**src/rtl/scrambler_frame_ctrl.sv**
```systemverilog
// Frame sequencer for the additive bit scrambler on the serial TX path.
// Each frame is an unscrambled sync preamble (MSB first) followed by a payload
// passed combinationally through the external scrambler. The scrambler is
// reseeded on the last preamble bit, so the first payload bit uses the seed key.
module scrambler_frame_ctrl #(
  parameter int          SYNC_LEN    = 16,
  parameter logic [31:0] SYNC_WORD   = 32'hF628,
  parameter int          PAYLOAD_LEN = 1024,
  parameter int          FCNT_W      = 16
) (
  input  logic              clk,
  input  logic              rst_,
  input  logic              en,
  input  logic              s_data,
  input  logic              s_valid,
  output logic              s_ready,
  output logic              scr_set,
  output logic              scr_adv,
  output logic              scr_in,
  input  logic              scr_out,
  output logic              m_data,
  output logic              m_valid,
  input  logic              m_ready,
  output logic              frame_start,
  output logic [FCNT_W-1:0] frame_cnt
);

  // state   | meaning
  // IDLE    | no frame in progress; waiting for en
  // SYNC    | sending preamble bits, scrambler bypassed
  // PAYLOAD | source bits pass through the scrambler to the line
  typedef enum logic [1:0] {IDLE, SYNC, PAYLOAD} state_t;

  localparam int CNT_MAX = (SYNC_LEN > PAYLOAD_LEN) ? SYNC_LEN : PAYLOAD_LEN;
  localparam int CNT_W   = (CNT_MAX > 1) ? $clog2(CNT_MAX) : 1;
  localparam logic [CNT_W-1:0] SYNC_LAST = CNT_W'(SYNC_LEN - 1);
  localparam logic [CNT_W-1:0] PAY_LAST  = CNT_W'(PAYLOAD_LEN - 1);

  state_t              state_q, state_d;
  logic [CNT_W-1:0]    bit_cnt_q, bit_cnt_d;
  logic [FCNT_W-1:0]   frame_cnt_q, frame_cnt_d;
  logic [4:0]          sync_idx;

  // Preamble bit index; only meaningful in SYNC where bit_cnt < SYNC_LEN.
  assign sync_idx  = 5'(SYNC_LEN - 1 - int'(bit_cnt_q));
  assign frame_cnt = frame_cnt_q;

  // State, bit counter and frame counter registers; reset aborts any frame.
  always_ff @(posedge clk or negedge rst_) begin
    if (!rst_) begin
      state_q     <= IDLE;
      bit_cnt_q   <= '0;
      frame_cnt_q <= '0;
    end else begin
      state_q     <= state_d;
      bit_cnt_q   <= bit_cnt_d;
      frame_cnt_q <= frame_cnt_d;
    end
  end

  // Next-state and output decode; all outputs are 0 in IDLE (and thus in reset).
  always_comb begin
    state_d     = state_q;
    bit_cnt_d   = bit_cnt_q;
    frame_cnt_d = frame_cnt_q;
    s_ready     = 1'b0;
    scr_set     = 1'b0;
    scr_adv     = 1'b0;
    scr_in      = 1'b0;
    m_data      = 1'b0;
    m_valid     = 1'b0;
    frame_start = 1'b0;
    case (state_q)
      IDLE: begin
        if (en) begin
          state_d   = SYNC;
          bit_cnt_d = '0;
        end
      end
      SYNC: begin
        m_valid     = 1'b1;
        m_data      = SYNC_WORD[sync_idx];
        frame_start = m_ready && (bit_cnt_q == '0);
        if (m_ready) begin
          if (bit_cnt_q == SYNC_LAST) begin
            scr_set   = 1'b1;
            bit_cnt_d = '0;
            state_d   = PAYLOAD;
          end else begin
            bit_cnt_d = bit_cnt_q + CNT_W'(1);
          end
        end
      end
      PAYLOAD: begin
        m_valid = s_valid;
        s_ready = m_ready;
        scr_in  = s_data;
        m_data  = scr_out;
        scr_adv = s_valid && m_ready;
        if (s_valid && m_ready) begin
          if (bit_cnt_q == PAY_LAST) begin
            frame_cnt_d = frame_cnt_q + FCNT_W'(1);
            bit_cnt_d   = '0;
            state_d     = en ? SYNC : IDLE;
          end else begin
            bit_cnt_d = bit_cnt_q + CNT_W'(1);
          end
        end
      end
      default: state_d = IDLE;
    endcase
  end

endmodule

```
**config.mk**
```make
export PLATFORM = sky130hd
export DESIGN_NAME = scrambler_frame_ctrl
export DESIGN_NICKNAME = d
export VERILOG_FILES = /design/src/rtl/scrambler_frame_ctrl.sv
export SDC_FILE = /design/constraint.sdc
export NUM_CORES = 1
export LEC_CHECK = 0
export BUFFER_PORTS_ARGS = -buffer_cell sky130_fd_sc_hd__buf_2
export CORE_MARGIN = 2
export CORE_UTILIZATION = 50
export CTS_BUF_LIST = sky130_fd_sc_hd__clkbuf_4
export DETAILED_ROUTE_END_ITERATION = 8
export PLACE_DENSITY = 0.82
export SYNTH_ARGS = -nofsm -noshare
export SYNTH_HDL_FRONTEND = slang
export SYNTH_SLANG_ARGS = --single-unit
```
**constraint.sdc**
```tcl
create_clock -name clk -period 2.87 [get_ports clk]
set_input_delay 0.574 -clock clk [delete_from_list [all_inputs] [get_ports clk]]
set_output_delay 0.574 -clock clk [all_outputs]
set_load 0.01 [all_outputs]
```
* Yosys cells after proc, flatten, opt, wreduce, memory -nomap -nowiden
Memory sizes are Yosys's and may differ from the RTL's.
Cells that the tools add are included.
** Word-level totals
- Bits in latches :: 0
- Flip-flop bits (word level) :: 28
- Memory bits (writable) :: 0
- Output and inout bits :: 23
- Memory bits (read-only) :: 32
- Memories :: 1
** Cells by class
- Equal/unequal tests :: 9
- Shift-type cells :: 0
- Magnitude comparators :: 1
- $mul :: 0
- Add/sub/neg operators :: 3
- Bitwise gates (word level) :: 0
- Mux-type cells :: 23
- Reduce and logical (&&, ||, !) cells :: 8
- Divide/modulo/power cells :: 0
** Memories
- (name not given) :: words 32, bits a word 1, rd ports 1, clocked after memory_dff 0, write ports 0, RTL line 82 : m_data = SYNC_WORD[sync_idx];
** Operator list (count)
- $mux 10 :: 5
- $pmux 10 s3 :: 1
- $add 16x1->16 const B :: 1
- $add 10x1->10 const B :: 1
- $eq 10x10->1 const B :: 1
- $eq 10x4->1 const B :: 1
- $logic_not 10->1 :: 1
- $mux 2 :: 5
- $ne 2x2->1 const B :: 5
- $mux 1 :: 9
- $lt 5x6->1 const B :: 1
- $pmux 2 s3 :: 1
- $reduce_and 5->1 :: 1
- $sub 4x5->5 const A :: 1
- $pmux 1 s2 :: 2
- $reduce_and 4->1 :: 1
- $reduce_and 3->1 :: 1
- $reduce_bool 3->1 :: 1
- $eq 2x1->1 const B :: 1
- $eq 2x2->1 const B :: 1
- $logic_and 1x1->1 :: 2
- $logic_not 2->1 :: 1

* Longest topological paths before layout
Gate-level depths: netlist (run 1).
- Word-level depth :: 4
- Depth in mapped cells :: 8

* Worst setup path before layout (run 1)
No wires, ideal clock.
- Path kind :: reg-to-reg
- Start point :: register bit_cnt_q[6]
- End point :: register state_q[1]
- Arrival time :: 2157 ps
- Data required time :: 2745 ps
- Library setup time :: 125 ps
- Slack :: 588 ps
- Stages on the path, launching flop included :: 5
- Period minus slack after synthesis :: 2282 ps
- Cell sequence :: dfrtp_1 -> or4_4 -> o41a_1 -> or4_4 -> mux2_4
** On the way
- Word-level cells in the longest chain between the ends :: 3
- Elaborated cells between the ends (all ways) :: 5
- Classes of those cells :: 4 x eq/ne; 1 x reduce/logical
** Ends and longest elaborated chain
- start: declaration :: RTL line 40 : logic [CNT_W-1:0] bit_cnt_q, bit_cnt_d;
- start signal: assignment :: RTL line 56 : bit_cnt_q <= bit_cnt_d;
- $eq 10x10->1 or $eq 10x4->1 (tied branches) :: RTL line 101, 85
- $ne 2x2->1 (no line)
- $reduce_and 5->1 (no line) *
- end signal: assignment :: RTL line 55 : state_q <= state_d;
- end: declaration :: RTL line 39 : state_t state_q, state_d;
Mark *: on every way between the ends. The rest lies on a longest branch, timed or not.
A chain may end at the register's enable or synchronous reset.

* Worst setup path after layout (run 1)
- Start point :: register bit_cnt_q[6]
- End point :: output frame_start
** On the way
- Word-level cells in the longest chain between the ends :: 3
** Ends and longest elaborated chain
- $logic_not 10->1 :: RTL line 83 : frame_start = m_ready && (bit_cnt_q == '0);
- $logic_and 1x1->1 :: RTL line 83
- $mux 1 :: RTL line 73 : case (state_q)
- end: declaration :: RTL line 24 : output logic frame_start,
Every way passes these cells.

==> impl_results.md, run 1 <==
* Syn_area_per_cell at around 9.9 µm²
* Sw frac at 35.37%
* VDD IR-drop max at about 0.45 mV
* Min-Delay Path Class: input port to asynchronous set/reset pin
* Slew margin rel. at 59.61%
* Total wire length at 3.280 mm
* Dpl hpwl at 2.480 mm
* Total grt overflow at 0
* Critical Path Sink Type: output port
* Pwr/cell area at 635.0 nW/µm²
* Main flop type after synthesis: dfrtp_1
* Status: complete, no violations
* Critical Path RT at 2.30 ns
* Htree depth at 1
* Largest net degree at the start of global routing at 29
* Most frequent cells in the layout: buf_2, dfrtp_1, nor2_1, xnor2_1, ha_1
* EDFF count, synth at 0
* Die ar. at around 3700 µm²
* Setup TNS at 0 ns
* Placer Congestion at 0.8160
* RSZ-0062 raised after global routing: no
* Clk buf depth at 2
* Final max-slew violation count at 0
* Tcrit/Tclk final at 92.78%
* FP Rows at 20
* GRT Total Usage at 19.70%
* Via count at approximately 1,300
* Seq cells post-synth at 28
* Antenna violations before repair at 0
* Setup CP Type: flip-flop to output port
* Number of hold buffers added after cts at 0
* Initial drt markers at 34
* Clock network power share at 22.2%
* CTS buffer count at 3
* Avg WL per Cell at 13.72 µm
* Static leakage at roughly 0.94 nW
* Fillers at roughly 270
* Cell Area, Synth at ~1600 µm²
* CTS root buffer: clkbuf_4
* Antenna-violating nets left at 0
* Min cycle time layout at between 2 and 3 ns
* Cts repair resizes at 0
* Fmax achieved at approximately 0.38 GHz
* Slew @ Worst Pin at 0.6058 ns
* Port Buffer Count at 29
* Pint at between 700 and 800 µW
* Overall power at roughly 1.2 mW
* Clock sink count at 28
* Clk_lat worst skew at between 0.3 and 0.4 ns
* Die width at 60.73 µm
* Antenna cells at 0
* Share of flip-flops with an asynchronous set or reset at 100.0%
* Logic pwr share at 40.4%
* Worst hold slack at a little over 0.2 ns
* Count of cell types in the netlist at 35
* Max Cap Viol at 0
* # Post-CTS Setup Buffers at 0
* Synth warn at 0
* Arrival time at the worst endpoint at roughly 2.1 ns
* Post-Syn Instances at around 160
* Core outline area at 3053 µm²
* Final setup violation count at 0
* Initial Util at a little over half
* Seq pwr share at 37.4%
* Psw at ~420 µW
* Most common cell after layout, fill and taps aside: buf_2
* CP max FO at 7
* Final nets at roughly 210
* First-pass GRT wire length at 5.451 mm
* Synth-to-Final Area Change at 15.94%
* Mapped Nets at between 150 and 200
* Detailed-router iteration count before antenna repair at 4
* Num ports at 30
* Reg clk slew, reported paths at approximately 0.16 ns
* CTS tree: yes
* Clk_skew at between 0.01 and 0.015 ns
* Share of cells above drive strength 1 at 22.56%
* Crit path launch type: flip-flop
* Drt via density at roughly 5.6
* Die Ht at about 61 µm
* DRC at 0
* Final Hold Vio Count at 0
* Sequential area share after synthesis at a little over two fifths
* Vias in the first global route at 1,259
state kept, by name, indices dropped and copies added, names as in the netlist:
signal,flops
frame_cnt,16
bit_cnt_q,10
state_q,2
area by class of cell:
| class | count | area [µm²] | area share (%) |
|---|---|---|---|
| clock buffer | 3 | 22.52 | 1.207 |
| clock inverter | 1 | 30.03 | 1.610 |
| inverter | 9 | 33.78 | 1.811 |
| multi-input combinational | 123 | 863.3 | 46.28 |
| sequential | 28 | 700.7 | 37.56 |
| tap | 44 | 55.05 | 2.951 |
| timing repair buffer | 31 | 160.2 | 8.585 |
cells in the mapped netlist (all sizes together) (3+ instances only):
master  instances  area, µm²
a22o            7      62.56
mux2            3      37.53
ha             10      125.1
nand3           8      40.04
a21oi           3      15.01
nor2b           7      43.79
dfrtp          28      700.7
o21ai          10      53.80
inv             9      33.78
clkbuf          3      11.26
nor4            4      25.02
nor2           11      41.29
xor2            4      35.03
xnor2          11      96.34
and2            5      31.28
nand2           9      33.78
nand4           7      43.79
nor3            6      30.03
and3            4      27.52
power by group through the flow:
stage          Combinational, mW  Sequential (mW)  Clock, mW
2_1_floorplan              0.347            0.444          0
3_3_place_gp               0.459            0.449          0
3_5_place_dp               0.476            0.450          0
4_1_cts                    0.478            0.444      0.269
5_1_grt                    0.534            0.449      0.284
6_report                   0.479            0.443      0.263
cells by family after synthesis:
kind of cell    after synthesis  share of synthesized area [%]
simple gates                 67                          22.94
flops                        28                          43.55
mux                           4                          2.955
compound gates               27                          11.82
buf+inv                      12                          2.799
xor+xnor                     15                          8.164
fa+ha+maj                    10                          7.776
worst max-delay path, cell delays in order, from the launching register on:
cell and delay (ns):
dfrtp_1 0.47, or4_4 0.56, nor3_1 0.14, nand3_1 0.12
nor4b_1 0.28, buf_2 0.18
metal layers:
metal / GRT usage (%) / wire [µm] / vias up / share of wire, %
met5: 0 / 0 / - / 0
li1: - / - / 649 / -
met4: 8.075 / 34 / 0 / 1.0
met1: 26.50 / 1507 / 638 / 46
met2: 31.95 / 1595 / 41 / 49
met3: 2.985 / 142 / 6 / 4.3
per-stage QoR:
| step | cells | area, µm² | setup WS (ns) | util, % |
|---|---|---|---|---|
| finish | 239 | 1866 | 0.2073 | 61.11 |
| global placement | 235 | 1813 | 0.5532 | 59.39 |
| detailed placement | 235 | 1813 | 0.5283 | 59.39 |
| floorplan | 163 | 1609 | 0.5883 | - |
| CTS | 239 | 1866 | 0.1804 | 61.11 |
| global route | 239 | 1866 | 0.03396 | 61.11 |
path summary, 6_finish.rpt:
path                               startpoint  slack [ns]  depth (start not counted)            end
worst min register to register  frame_cnt[15]        0.47                          1  frame_cnt[15]
max in group asynchronous                rst_        2.25                          1     state_q[1]
worst min-delay path                     rst_        0.21                          1  frame_cnt[15]
min in group clk                frame_cnt[15]        0.47                          1  frame_cnt[15]
worst max-delay path             bit_cnt_q[6]        0.21                          5    frame_start
worst max register to register   bit_cnt_q[6]        0.46                          5   bit_cnt_q[0]
(Power assumes the default switching activity.)
==> inputs of run 2 (changes only) <==
--- a/config.mk
+++ b/config.mk
@@ -8,2 +8,3 @@
 export BUFFER_PORTS_ARGS = -buffer_cell sky130_fd_sc_hd__buf_2
+export CAP_MARGIN = 25
 export CORE_MARGIN = 2
==> constraint.sdc (replaced) <==
create_clock -name clk -period 2.87 [get_ports clk]
set_input_delay 0.4305 -clock clk [delete_from_list [all_inputs] [get_ports clk]]
set_output_delay 0.4305 -clock clk [all_outputs]
set_load 0.01 [all_outputs]
==> impl_results.md, run 2 (synthesized netlist as in run 1, its figures left out) <==
* Status: complete, no violations
* Clk_skew at 0.004267 ns
* Initial drt markers at 55
* Min-Delay Path Class: input port to asynchronous set/reset pin
* Final max-slew violation count at 0
* Die Ht at slightly above 60 µm
* DRC at 0
* Tcrit/Tclk final at approximately nine tenths
* Antenna-violating nets left at 0
* Drt via density at between 5 and 6
* Clk buf depth at 2
* Via count at between 1,000 and 1,500
* Die width at approximately 61 µm
* Final Worst Setup Slack at ~0.33 ns
* Total grt overflow at 0
* Htree depth at 1
* Min cycle time layout at 2.544 ns
* Detailed-router iteration count before antenna repair at 4
* Port Buffer Count at 29
* Fmax achieved at 0.3931 GHz
* CTS tree: yes
* Largest net degree at the start of global routing at 29
* Overall power at approximately 1.2 mW
* Num ports at 30
* Clock sink count at 28
* CP max FO at 7
* Logic pwr share at around two fifths
* VDD IR-drop max at roughly 0.55 mV
* Clock network power share at 22.3%
* Psw at around 420 µW
* Setup TNS at 0 ns
* CTS root buffer: clkbuf_4
* Initial Util at 52.70%
* Share of cells above drive strength 1 at a little under a quarter
* Setup CP Type: flip-flop to output port
* First-pass GRT wire length at between 5 and 6 mm
* Core outline area at between 3000 and 4000 µm²
* Utilization after layout at roughly three fifths
* Max Cap Viol at 0
* Most common cell after layout, fill and taps aside: buf_2
* Post-Place Cells at about 240
* Dpl hpwl at approximately 2.5 mm
* Final Hold Vio Count at 0
* Number of flip-flops in the largest register at 16
* Placer Congestion at between 0.7 and 0.8
* Seq pwr share at a little under two fifths
* FP Rows at 20
* Die ar. at between 3000 and 4000 µm²
* Synth-to-Final Area Change at 15.94%
* Most frequent cells in the layout: buf_2, dfrtp_1, nor2_1, xnor2_1, ha_1
* Avg WL per Cell at roughly 14 µm
* # Post-CTS Setup Buffers at 0
* Post-route cell area at approximately 1900 µm²
* Final setup violation count at 0
* Static leakage at approximately 0.94 nW
* RSZ-0062 raised after global routing: no
* Sw frac at 35.23%
* Pint at around 770 µW
* Reg clk slew, reported paths at roughly 0.15 ns
* Antenna cells at 0
* Worst hold slack at about 0.072 ns
* Fin cells at 239
* CP delay by family, top: simple AND/OR/NAND/NOR gates
* Crit-path cells: or4_4 -> nor3_1 -> nand3_1 -> nor4b_1 -> buf_2
* Critical Path RT at between 2 and 2.5 ns
* Number of hold buffers added after cts at 0
* Total wire length at approximately 3.4 mm
* Cts repair resizes at 0
* Arrival time at the worst endpoint at approximately 2.1 ns
* Critical Path Sink Type: output port
* Crit path largest cell delay at ~0.57 ns
* Slew @ Worst Pin at 0.6046 ns
* Antenna violations before repair at 0
* Critical path buffers and inverters at 1
* Fillers at around 270
* Clk_lat worst skew at around 0.34 ns
* Pwr/cell area at between 600 and 700 nW/µm²
* Vias in the first global route at approximately 1,200
* Crit path launch type: flip-flop
* Slew margin rel. at approximately three fifths
* CTS buffer count at 3
* Final nets at roughly 210
* Crit-path slowest cell: or4_4
* Dpl cell area at between 1500 and 2000 µm²
* Pre-CTS setup slack at around 0.5 ns
* GRT Total Usage at roughly a fifth
-- run 2: cell counts in the layout (fill, tap and decap cells not counted) --
No cell type changed its count.
-- run 2: area by class of cell --
type / count / area [µm²] / area share [%]
multi-input combinational: 123 / 863.3 / 46.28
sequential: 28 / 700.7 / 37.56
timing repair buffer: 31 / 160.2 / 8.585
tap: 44 / 55.05 / 2.951
inverter: 9 / 33.78 / 1.811
clock inverter: 1 / 30.03 / 1.610
clock buffer: 3 / 22.52 / 1.207
-- run 2: worst register-to-register path, delay by kind of cell, from the launching register on --
family,cells,cell delay (ns)
simple gates,2,0.78
compound gates,2,0.74
flops,1,0.48
mux,1,0.31
-- run 2: power by group through the flow --
stage          sequential [mW]  clock [mW]  combinational [mW]
2_1_floorplan            0.444           0               0.347
3_5_place_dp             0.450           0               0.470
6_report                 0.444       0.264               0.474
4_1_cts                  0.444       0.266               0.474
5_1_grt                  0.448       0.274               0.534
3_3_place_gp             0.448           0               0.457
-- run 2: worst paths after layout --
check	startpoint	depth (start not counted)	slack (ns)	end
worst min register to register	frame_cnt[15]	1	0.47	frame_cnt[15]
worst max-delay path	bit_cnt_q[6]	5	0.33	frame_start
worst min-delay path	rst_	1	0.07	bit_cnt_q[7]
max in group asynchronous	rst_	1	2.41	frame_cnt[13]
worst max register to register	bit_cnt_q[6]	5	0.47	bit_cnt_q[0]
min in group clk	en	3	0.43	state_q[0]
-- run 2: per-layer routing --
layer  GRT usage, %  vias up  part of all wire (%)
met2          33.49       31                    48
met5              0        -                     0
met3          2.559        5                   3.7
met4          5.590        0                   1.2
li1               -      644                     -
met1          28.47      629                    47
==> inputs of run 3 (changes only) <==
CORE_MARGIN = default   (was 2)
==> impl_results.md, run 3 (synthesized netlist as in run 1, its figures left out) <==
* Status: complete, no violations
* Min cycle time layout at around 2.5 ns
* CTS buffer count at 3
* Crit path largest cell delay at approximately 0.56 ns
* Crit-path cells: or4_4 -> nor3_1 -> nand3_1 -> nor4b_1 -> buf_2
* Total grt overflow at 0
* Clk_lat worst skew at 0.33 ns
* Die ar. at approximately 3400 µm²
* Clock sink count at 28
* R2R Path Start: bit_cnt_q[6]
* Clk buf depth at 2
* GRT Total Usage at a little over a fifth
* Dpl hpwl at 2.420 mm
* Fmax achieved at ~0.4 GHz
* Drt via density at about 5.6
* Min-Delay Path Class: input port to asynchronous set/reset pin
* VDD IR-drop max at just over 0.5 mV
* Fillers at roughly 260
* Largest net degree at the start of global routing at 29
* Port Buffer Count at 29
* Placer Congestion at around 0.8
* Pwr/cell area at between 500 and 600 nW/µm²
* Slew @ Worst Pin at between 0.6 and 0.7 ns
* Tcrit/Tclk final at around nine tenths
* Crit-path slowest cell: or4_4
* Final max-slew violation count at 0
* DRC at 0
* Crit path launch type: flip-flop
* # Post-CTS Setup Buffers at 0
* Final nets at around 210
* Setup TNS at 0 ns
* Overall power at approximately 1.1 mW
* Num ports at 30
* Htree depth at 1
* Reg clk slew, reported paths at ~0.15 ns
* Most frequent cells in the layout: buf_2, dfrtp_1, nor2_1, xnor2_1, ha_1
* Slew margin rel. at between 50% and 60%
* Initial Util at between 50% and 60%
* Critical Path Sink Type: output port
* Antenna-violating nets left at 0
* Number of hold buffers added after cts at 0
* Core outline area at 3053 µm²
* Number of flip-flops in the largest register at 16
* Max Cap Viol at 0
* CTS tree: yes
* Worst Setup SP: bit_cnt_q[6]
* Most common cell after layout, fill and taps aside: buf_2
* RSZ-0062 raised after global routing: no
* Utilization after layout at roughly three fifths
* Die Ht at approximately 59 µm
* Initial drt markers at 57
* Static leakage at between 0.9 and 1 nW
* Clk_skew at 0.001954 ns
* Critical Path RT at approximately 2.4 ns
* Arrival time at the worst endpoint at roughly 2.1 ns
* FP Rows at 20
* Detailed-router iteration count before antenna repair at 4
* Share of cells above drive strength 1 at 22.05%
* Antenna violations before repair at 0
* CTS root buffer: clkbuf_4
* CP max FO at 7
* Total wire length at approximately 3.3 mm
* Die width at about 60 µm
* Vias in the first global route at ~1,200
* Final setup violation count at 0
* Antenna cells at 0
* Worst hold slack at 0.08395 ns
* First-pass GRT wire length at roughly 5.5 mm
* Final Hold Vio Count at 0
* Avg WL per Cell at 13.96 µm
* Setup CP Type: flip-flop to output port
* Synth-to-Final Area Change at 14.31%
* Via count at 1,336
* Cts repair resizes at 0
run 3: where the power goes:
part / switching, mW / total, mW / internal, mW
registers: 0.0275 / 0.444 / 0.416
logic: 0.277 / 0.485 / 0.208
clock network: 0.120 / 0.172 / 0.0512
run 3: worst max-delay path, delay by kind of cell, from the launching register on:
kind,cells,cell delay [ns]
buffers and inverters,1,0.18
flip-flops,1,0.47
AND/OR/NAND/NOR,4,1.13
run 3: per-stage QoR:
| stage | area [µm²] | std cells | worst slack [ns] |
|---|---|---|---|
| floorplan | 1609 | 163 | 0.5883 |
| global placement | 1813 | 235 | 0.5495 |
| detailed placement | 1813 | 235 | 0.5138 |
| CTS | 1839 | 239 | 0.3343 |
| global route | 1839 | 239 | 0.2144 |
| finish | 1839 | 239 | 0.3323 |
run 3: worst paths after layout:
check	endpoint	slack, ns	cells past startpoint
worst max-delay path	frame_start	0.33	5
worst min register to register	frame_cnt[15]	0.48	1
worst max register to register	bit_cnt_q[0]	0.47	5
max in group asynchronous	bit_cnt_q[9]	2.39	1
min in group clk	state_q[0]	0.43	3
worst min-delay path	bit_cnt_q[1]	0.08	1
run 3: layout make-up:
cell class              count  area (µm²)  area share (%)
well taps                  44       55.05           2.993
clock buffers               3       22.52           1.224
repair buffers             31       160.2           8.708
multi-input cells         123       863.3           46.94
clock inverters             1       3.754          0.2041
flip-flops and latches     28       700.7           38.10
inverters                   9       33.78           1.837
run 3: routing by layer:
layer	vias to the layer above	part of all wire, %	track usage [%]
met1	651	48	28.88
met4	0	2.3	9.864
met5	-	0	0
met2	29	46	32.79
li1	647	-	-
met3	9	3.0	3.077
